$ cat src/rtl/scoreboard_stall_unit_if.sv
// scoreboard_stall_unit_if: ID-stage request, long-op completion and scoreboard status signals
interface scoreboard_stall_unit_if;
  logic        id_valid_i;
  logic [4:0]  id_rs1_i;
  logic [4:0]  id_rs2_i;
  logic        id_use_rs1_i;
  logic        id_use_rs2_i;
  logic [4:0]  id_rd_i;
  logic        id_regwrite_i;
  logic [1:0]  id_class_i;
  logic        issue_i;
  logic        long_done_i;
  logic [4:0]  long_rd_i;
  logic        stall_o;
  logic [31:0] pending_o;
  logic [2:0]  long_cnt_o;
  logic        err_o;
  modport master (
    output id_valid_i, id_rs1_i, id_rs2_i, id_use_rs1_i, id_use_rs2_i, id_rd_i, id_regwrite_i,
           id_class_i, issue_i, long_done_i, long_rd_i,
    input  stall_o, pending_o, long_cnt_o, err_o
  );
  modport slave (
    input  id_valid_i, id_rs1_i, id_rs2_i, id_use_rs1_i, id_use_rs2_i, id_rd_i, id_regwrite_i,
           id_class_i, issue_i, long_done_i, long_rd_i,
    output stall_o, pending_o, long_cnt_o, err_o
  );
endinterface

$ cat src/rtl/scoreboard_stall_unit.sv
// scoreboard_stall_unit: tracks unforwardable load and MUL/DIV writes and stalls ID on hazards
module scoreboard_stall_unit #(
  parameter int LOAD_LAT = 1,
  parameter int MAX_LONG = 2
) (
  input logic clk_i,
  input logic rst_n_i,
  scoreboard_stall_unit_if.slave sb
);
  localparam logic [1:0] LOAD = 2'b01, LONG = 2'b10;
  logic [31:0] pend_load, pend_long, pending;
  logic [1:0]  load_cnt [32];
  logic [2:0]  long_cnt;
  logic [3:0]  cnt_sum;
  logic        err, wr, is_long, full, raw, waw;
  assign pending = pend_load | pend_long;
  assign wr = sb.issue_i & sb.id_regwrite_i & (sb.id_rd_i != 5'd0);
  assign is_long = sb.id_class_i == LONG;
  assign full = long_cnt == 3'(MAX_LONG);
  assign raw = (sb.id_use_rs1_i & (sb.id_rs1_i != 5'd0) & pending[sb.id_rs1_i]) |
               (sb.id_use_rs2_i & (sb.id_rs2_i != 5'd0) & pending[sb.id_rs2_i]);
  assign waw = sb.id_regwrite_i & (sb.id_rd_i != 5'd0) & pend_long[sb.id_rd_i];
  assign sb.stall_o = sb.id_valid_i & (raw | waw | (is_long & full));
  assign sb.pending_o = pending;
  assign sb.long_cnt_o = long_cnt;
  assign sb.err_o = err;
  // decrement only when nonzero, so the sum never underflows; overflow saturates below
  assign cnt_sum = {1'b0, long_cnt} + {3'b0, sb.issue_i & is_long} - {3'b0, sb.long_done_i & (long_cnt != 3'd0)};
  always_ff @(posedge clk_i or negedge rst_n_i)
    if (!rst_n_i) begin
      pend_load <= '0;
      pend_long <= '0;
      long_cnt <= '0;
      err <= 1'b0;
      for (int r = 0; r < 32; r++) load_cnt[r] <= '0;
    end else begin
      for (int r = 1; r < 32; r++) begin
        if (wr && sb.id_class_i == LOAD && sb.id_rd_i == 5'(r)) begin
          load_cnt[r] <= 2'(LOAD_LAT);
          pend_load[r] <= 1'b1;
        end else if (load_cnt[r] != 2'd0) begin
          load_cnt[r] <= load_cnt[r] - 2'd1;
          pend_load[r] <= load_cnt[r] != 2'd1;
        end
        pend_long[r] <= (wr && is_long && sb.id_rd_i == 5'(r)) ||
                        (pend_long[r] && !(sb.long_done_i && sb.long_rd_i == 5'(r)));
      end
      long_cnt <= cnt_sum > 4'(MAX_LONG) ? 3'(MAX_LONG) : cnt_sum[2:0];
      err <= err | (sb.long_done_i & ~pend_long[sb.long_rd_i]) | (sb.issue_i & is_long & full);
    end
endmodule
$ cat src/flat_wrapper.sv
// flat-port wrapper written by rule: the top's interface ports become plain ports
module scoreboard_stall_unit_flat 
#(
  parameter int LOAD_LAT = 1,
  parameter int MAX_LONG = 2
)
  (clk_i, rst_n_i, sb_id_valid_i, sb_id_rs1_i, sb_id_rs2_i, sb_id_use_rs1_i, sb_id_use_rs2_i, sb_id_rd_i, sb_id_regwrite_i, sb_id_class_i, sb_issue_i, sb_long_done_i, sb_long_rd_i, sb_stall_o, sb_pending_o, sb_long_cnt_o, sb_err_o);
  scoreboard_stall_unit_if sb_i ();
  input logic clk_i;
  input logic rst_n_i;
  input wire logic [$bits(sb_i.id_valid_i)-1:0] sb_id_valid_i;
  input wire logic [$bits(sb_i.id_rs1_i)-1:0] sb_id_rs1_i;
  input wire logic [$bits(sb_i.id_rs2_i)-1:0] sb_id_rs2_i;
  input wire logic [$bits(sb_i.id_use_rs1_i)-1:0] sb_id_use_rs1_i;
  input wire logic [$bits(sb_i.id_use_rs2_i)-1:0] sb_id_use_rs2_i;
  input wire logic [$bits(sb_i.id_rd_i)-1:0] sb_id_rd_i;
  input wire logic [$bits(sb_i.id_regwrite_i)-1:0] sb_id_regwrite_i;
  input wire logic [$bits(sb_i.id_class_i)-1:0] sb_id_class_i;
  input wire logic [$bits(sb_i.issue_i)-1:0] sb_issue_i;
  input wire logic [$bits(sb_i.long_done_i)-1:0] sb_long_done_i;
  input wire logic [$bits(sb_i.long_rd_i)-1:0] sb_long_rd_i;
  output wire logic [$bits(sb_i.stall_o)-1:0] sb_stall_o;
  output wire logic [$bits(sb_i.pending_o)-1:0] sb_pending_o;
  output wire logic [$bits(sb_i.long_cnt_o)-1:0] sb_long_cnt_o;
  output wire logic [$bits(sb_i.err_o)-1:0] sb_err_o;
  assign sb_i.id_valid_i = sb_id_valid_i;
  assign sb_i.id_rs1_i = sb_id_rs1_i;
  assign sb_i.id_rs2_i = sb_id_rs2_i;
  assign sb_i.id_use_rs1_i = sb_id_use_rs1_i;
  assign sb_i.id_use_rs2_i = sb_id_use_rs2_i;
  assign sb_i.id_rd_i = sb_id_rd_i;
  assign sb_i.id_regwrite_i = sb_id_regwrite_i;
  assign sb_i.id_class_i = sb_id_class_i;
  assign sb_i.issue_i = sb_issue_i;
  assign sb_i.long_done_i = sb_long_done_i;
  assign sb_i.long_rd_i = sb_long_rd_i;
  assign sb_stall_o = sb_i.stall_o;
  assign sb_pending_o = sb_i.pending_o;
  assign sb_long_cnt_o = sb_i.long_cnt_o;
  assign sb_err_o = sb_i.err_o;
  scoreboard_stall_unit #(.LOAD_LAT(LOAD_LAT), .MAX_LONG(MAX_LONG)) u_core (.clk_i(clk_i), .rst_n_i(rst_n_i), .sb(sb_i));
endmodule
$ cat config.mk
export PLATFORM = sky130hd
export DESIGN_NAME = scoreboard_stall_unit_flat
export DESIGN_NICKNAME = d
export VERILOG_FILES = /design/src/rtl/scoreboard_stall_unit_if.sv /design/src/rtl/scoreboard_stall_unit.sv /design/src/flat_wrapper.sv
export SDC_FILE = /design/constraint.sdc
export NUM_CORES = 1
export LEC_CHECK = 0
export CORE_UTILIZATION = 28
export CTS_CLUSTER_DIAMETER = 150
export DETAILED_ROUTE_END_ITERATION = 8
export PLACE_DENSITY_LB_ADDON = 0.3
export SETUP_SLACK_MARGIN = 0.4
export SYNTH_ARGS = -nofsm -noshare
export SYNTH_HDL_FRONTEND = slang
export SYNTH_SLANG_ARGS = --single-unit
$ cat constraint.sdc
create_clock -name clk_i -period 2.9 [get_ports clk_i]
set_input_delay 0.58 -clock clk_i [delete_from_list [all_inputs] [get_ports clk_i]]
set_output_delay 0.58 -clock clk_i [all_outputs]
set_load 0.02 [all_outputs]
# Word level (Yosys, flattened, before mapping)
# Index checks and enable logic that the tools add are counted.
[classes]
order_cmp = 5
bitwise_logic = 21
eq_ne = 96
reduce_logical = 254
n_addsub = 33
muxes = 133
[ops]
columns = ["op", "n"]
rows = [
  ["5-bit equality test (second input constant)", 32],
  ["1-bit logical AND", 126],
  ["2-bit 2-to-1 mux", 62],
  ["2-bit nonzero test", 62],
  ["5-bit by 4-bit equality test with 1-bit output (second input constant)", 16],
  ["1-bit 2-to-1 mux", 66],
  ["2-bit by 1-bit != test with 1-bit output (second input constant)", 31],
  ["2-bit by 1-bit subtractor with 2-bit output (second input constant)", 31],
  ["5-bit by 3-bit equality test with 1-bit output (second input constant)", 8],
  ["32-bit OR", 1],
  ["1-bit logical NOT", 31],
  ["1-bit logical OR", 31],
  ["5-bit by 6-bit less-than comparator with 1-bit output (second input constant)", 4],
  ["1-bit binary-select mux with 5-bit select", 4],
  ["5-bit by 2-bit equality test with 1-bit output (second input constant)", 4],
  ["5-bit nonzero test", 3],
  ["1-bit bitwise AND", 14],
  ["5-bit by 1-bit equality test with 1-bit output (second input constant)", 2],
  ["1-bit OR", 5],
  ["3-bit by 1-bit adder with 4-bit output", 1],
  ["4-bit by 2-bit greater-than comparator with 1-bit output (second input constant)", 1],
  ["4-bit by 1-bit subtractor with 4-bit output", 1],
  ["3-bit by 2-bit equality test with 1-bit output (second input constant)", 1],
  ["3-bit 2-to-1 mux", 1],
  ["4 further kinds", 4],
]
[totals]
word_cells = 607
in_bits = 30
output_inout_bits = 37
regBits = 128

# Depth between registers and ports, before layout
[logic_depth]
ltp_word = 8
depth_mapped = 12

# Worst setup path after synthesis
# Ideal clock, no wire load.
[synth_timing]
path_kind = "input -> output"
from = "in sb_id_rd_i[0]"
to = "out sb_stall_o"
stages = 8
t_required_ps = 2320
path_slack_ps = 130
arrival_ps = 2190
n_path_buf = 2
path_cell_list = "buf_2 buf_2 mux2_2 nand3_1 nand3_1 a31oi_1 a221oi_1 o41a_1"
[synth_between]
elab_chain_cells = 6
word_cells_on_any_way = 8
classes_between = "mux: 2; bitwise: 5; reduce/logical: 1"
[synth_lines]
columns = ["item", "line_no", "text"]
rows = [
  ["from (decl)", "flat_wrapper.sv:16", "input wire logic [$bits(sb_i.id_rd_i)-1:0] sb_id_rd_i;"],
  ["1-bit binary-select mux with 5-bit select / 5-bit nonzero test (equally long branches)", "scoreboard_stall_unit.sv:22", "assign waw = sb.id_regwrite_i & (sb.id_rd_i != 5'd0) & pend_long[sb.id_rd_i];"],
  ["1-bit 2-to-1 mux (not written as such) / 1-bit bitwise AND (equally long branches)", "scoreboard_stall_unit.sv:22", ""],
  ["1-bit bitwise AND (*)", "scoreboard_stall_unit.sv:22", ""],
  ["1-bit OR (*) (2 in a row)", "scoreboard_stall_unit.sv:23", "assign sb.stall_o = sb.id_valid_i & (raw | waw | (is_long & full));"],
  ["1-bit bitwise AND (*)", "scoreboard_stall_unit.sv:23", ""],
  ["to (decl)", "flat_wrapper.sv:22", "output wire logic [$bits(sb_i.stall_o)-1:0] sb_stall_o;"],
]
# Mark *: on every way between the ends. The rest lies on a longest branch, timed or not. The select of a mux whose other input is x is not followed.

# Final worst setup path
[layout_timing]
from = "reg u_core.pend_load[10]"
to = "out sb_stall_o"
[layout_between]
elab_chain_cells = 8
word_cells_on_any_way = 11
classes_between = "mux: 4; bitwise: 7"
[layout_lines]
columns = ["item", "line_no", "text"]
rows = [
  ["from (decl)", "scoreboard_stall_unit.sv:11", "logic [31:0] pend_load, pend_long, pending;"],
  ["from (signal assigned)", "scoreboard_stall_unit.sv:31", "pend_load <= '0;"],
  ["from (signal, indexed assignment)", "scoreboard_stall_unit.sv:40", "pend_load[r] <= 1'b1;"],
  ["from (signal, indexed assignment)", "scoreboard_stall_unit.sv:43", "pend_load[r] <= load_cnt[r] != 2'd1;"],
  ["32-bit OR (*)", "scoreboard_stall_unit.sv:16", "assign pending = pend_load | pend_long;"],
  ["1-bit binary-select mux with 5-bit select (on tied branches)", "scoreboard_stall_unit.sv:20, scoreboard_stall_unit.sv:21", ""],
  ["1-bit 2-to-1 mux (on tied branches)", "scoreboard_stall_unit.sv:20, scoreboard_stall_unit.sv:21", ""],
  ["1-bit bitwise AND (on tied branches)", "scoreboard_stall_unit.sv:20, scoreboard_stall_unit.sv:21", ""],
  ["1-bit OR (*)", "scoreboard_stall_unit.sv:20", "assign raw = (sb.id_use_rs1_i & (sb.id_rs1_i != 5'd0) & pending[sb.id_rs1_i]) |"],
  ["1-bit OR (*) (2 in a row)", "scoreboard_stall_unit.sv:23", ""],
  ["1-bit bitwise AND (*)", "scoreboard_stall_unit.sv:23", ""],
]
# Marks and branches as above.

==> results by group <==
CTS
  • Clock-pin slew on the worst setup and hold paths: 0.06 ns
  • Clock tree buffer depth: 2
  • CTS Hold Bufs: 0
  • Worst skew pair latency: 0.43 ns
  • H-tree Lvls: 4
  • Sink count of the clock tree: 128
  • CTS buffer count: 17
  • CTS tree: yes
  • CTS root buffer: clkbuf_16

STA
  • Final worst clock skew: 0.009728 ns
  • Total Neg Setup Slack: -0.2207 ns
  • Slew headroom: 57.93%
  • Final min period: 3.121 ns
  • Final setup vio count: 1
  • Final hold violation count: 0
  • Worst-margin pin slew: 0.6293 ns
  • Unrepaired setup endpoints after global routing: yes
  • Setup ws final: -0.2207 ns
  • Fin crit share: 107.6%
  • Max Transition Viols Final: 0
  • Max Clk Rate: 0.3204 GHz

Yosys
  • Yosys synthesis warning count: 2
  • Synth top area share: 41.23%
  • Synth cell types: 50
  • Mapped Area: 7769 um^2
  • Primary FF master, synth: dfrtp_1
  • Synth Register Bits: 128
  • Post-synth EDFFs: 0
  • Commonest cells post-synth: nor2_1, dfrtp_1, o21ai_0, inv_1, ha_1
  • Yosys top cell by area: dfrtp_1
  • Syn avg cell area: 9.216 um^2
  • Largest cells by area after synthesis: dfrtp_1, ha_1, o21ai_0, nor2_1, inv_1
  • Top-count cell post-synth: nor2_1
  • Ys async rst share: 100.0%
  • Mapped Cells: 843
  • Post-synthesis sequential area ratio: 41.23%

Floorplanning
  • Boundary Pins: 67
  • Initial core utilization: 28.67%
  • Die W: 168.6 um
  • Rows: 60
  • Full die area: 28420 um^2
  • Total core area: 27100 um^2
  • Die H: 168.6 um

Power
  • Leak: 4.845 nW
  • Worst vdd rail ir drop: 401.2 uV
  • Power Total: 10.24 mW
  • Pwr per Cell Area: 980.9 nW/um^2

Critical path
  • CP Data Required Time: 2.32 ns
  • Critical Path Start Type: register
  • Bufs and invs on worst path: 1
  • Number of cells on the critical path: 7
  • Worst path max stage delay: 0.46 ns
  • RR Endpoint: u_core.sb.long_cnt_o[0]$_DFF_PN0_
  • Setup Crit Path Kind: reg2out
  • Worst setup EP type: output pin
  • CP cell instances: or2_4, mux2_4, mux4_2, nand2_2, a311oi_2, o41a_1, buf_6
  • Arr. time, crit path: 2.54 ns
  • CP max stage cell: mux4_2
  • Register-to-register setup slack: 0.53 ns
  • CP top delay family: multiplexers
  • Worst R2R Path Depth: 12
  • R2R Path Start: u_core.sb.long_cnt_o[0]$_DFF_PN0_
  • CP max FO: 2

Place
  • I/O Buffers: 65
  • GPL Wtd Cong: 0.9709
  • Hpwl dp: 17740 um
  • Setup WS pre-CTS: -1.055 ns

Global route
  • Largest net degree at the start of global routing: 60
  • GRT Overall Usage: 17.04%
  • Initial antenna violation count: 2
  • Vias in the first global route: 6594
  • Total gr overflow: 0
  • First-pass GRT wire length: 36540 um

Drt
  • WL final: 23330 um
  • Iteration-0 DRC Markers: 489
  • Initial DRT Pass Iterations: 5
  • Antenna Violating Nets Remaining: 0
  • Total number of vias: 6790
  • Remaining DRCs: 0
  • Wire per inst: 16.66 um
  • Avg Vias per Cell: 4.847

Job
  • Max cap viols: 0

Status
  • Status: finished with violations
  • Failing checks: negative setup slack

Cells and area
  • Layout Area Growth over Synthesis: 34.40%
  • Nets: 1114
  • Layout cells sized above 1: 19.36%
  • Area of the multi-input gates: 4093 um^2
  • FF+latch area: 3203 um^2
  • Layout filler cell count: 2701

Worst hold path
  • Hold Crit Class: in2async
## metal layers
layer	global-route usage [%]	part of all wire [%]	vias to the layer above
met3	4.770	6.8	29
met1	22.78	46	3300
met4	4.585	1.7	2
li1	-	-	3247
met2	26.99	45	212
met5	0	0.051	-
## area by class of cell
| type | instances | share of cell area [%] |
|---|---|---|
| sequential | 128 | 30.68 |
| timing repair buffer | 184 | 15.67 |
| clock buffer | 17 | 4.074 |
| antenna | 1 | 0.02397 |
| tap | 372 | 4.458 |
| multi-input combinational | 579 | 39.20 |
| inverter | 107 | 3.847 |
| clock inverter | 13 | 2.049 |
## through the flow
step	std cells	area (um^2)	util, %	hold WS (ns)
after floorplan	844	7782	-	0.2844
after global placement	1364	9649	35.60	0.4867
after detailed placement	1364	9649	35.60	0.4844
after CTS	1398	10390	38.33	0.1587
after global routing	1400	10440	38.52	0.1629
final	1401	10440	38.53	0.1491
## power by group
| group | leakage [nW] | total, mW | internal, mW | switching, mW |
|---|---|---|---|---|
| clock network | 0.305 | 2.36 | 1.52 | 0.842 |
| registers | 1.54 | 3.06 | 2.54 | 0.520 |
| logic | 3.00 | 4.82 | 2.32 | 2.50 |
## registers in the layout, summed over array words and instances, names as in the netlist
signal	flops
u_core.load_cnt	62
u_core.pend_load	31
u_core.pend_long	31
u_core.sb.long_cnt_o	3
u_core.sb.err_o	1
## kinds of logic after synthesis
family	after synthesis	share of synthesized area (%)
xor+xnor	32	3.608
simple gates	235	13.21
fa+ha+maj	67	10.89
flops	128	41.23
other cells	1	0.04827
compound gates	203	15.27
buf+inv	137	6.974
mux	40	8.778
## worst max-delay path by stage
stage                                                start          to  slack (ns)
after floorplan                             sb_id_rs1_i[0]  sb_stall_o        0.18
after global placement                      sb_id_rs1_i[0]  sb_stall_o       -0.95
after detailed placement                    sb_id_rs1_i[0]  sb_stall_o       -1.06
after CTS                 u_core.pend_load[10]$_DFFE_PN0P_  sb_stall_o       -0.27
after global routing      u_core.pend_load[10]$_DFFE_PN0P_  sb_stall_o       -0.30
final                     u_core.pend_load[10]$_DFFE_PN0P_  sb_stall_o       -0.22
## timing repair
item,in CTS,in global routing
pin swaps,5,10
gates resized for setup,26,18
gates cloned,1,0
endpoints found under the setup margin,4,7
setup buffers,3,2
## cells in the final DEF (no fill, tap or decap), drive strengths merged, types with 16 or more instances in the layout
| cell type | instances |
|---|---|
| ha | 66 |
| o21ai | 108 |
| dfrtp | 128 |
| nand2 | 45 |
| clkbuf | 17 |
| mux2i | 16 |
| nand3 | 17 |
| a21oi | 44 |
| clkdlybuf4s50 | 55 |
| xor2 | 31 |
| o221ai | 19 |
| nor2 | 129 |
| mux4 | 21 |
| inv | 108 |
| buf | 121 |
Note: power is estimated with default switching activity, not from simulation.
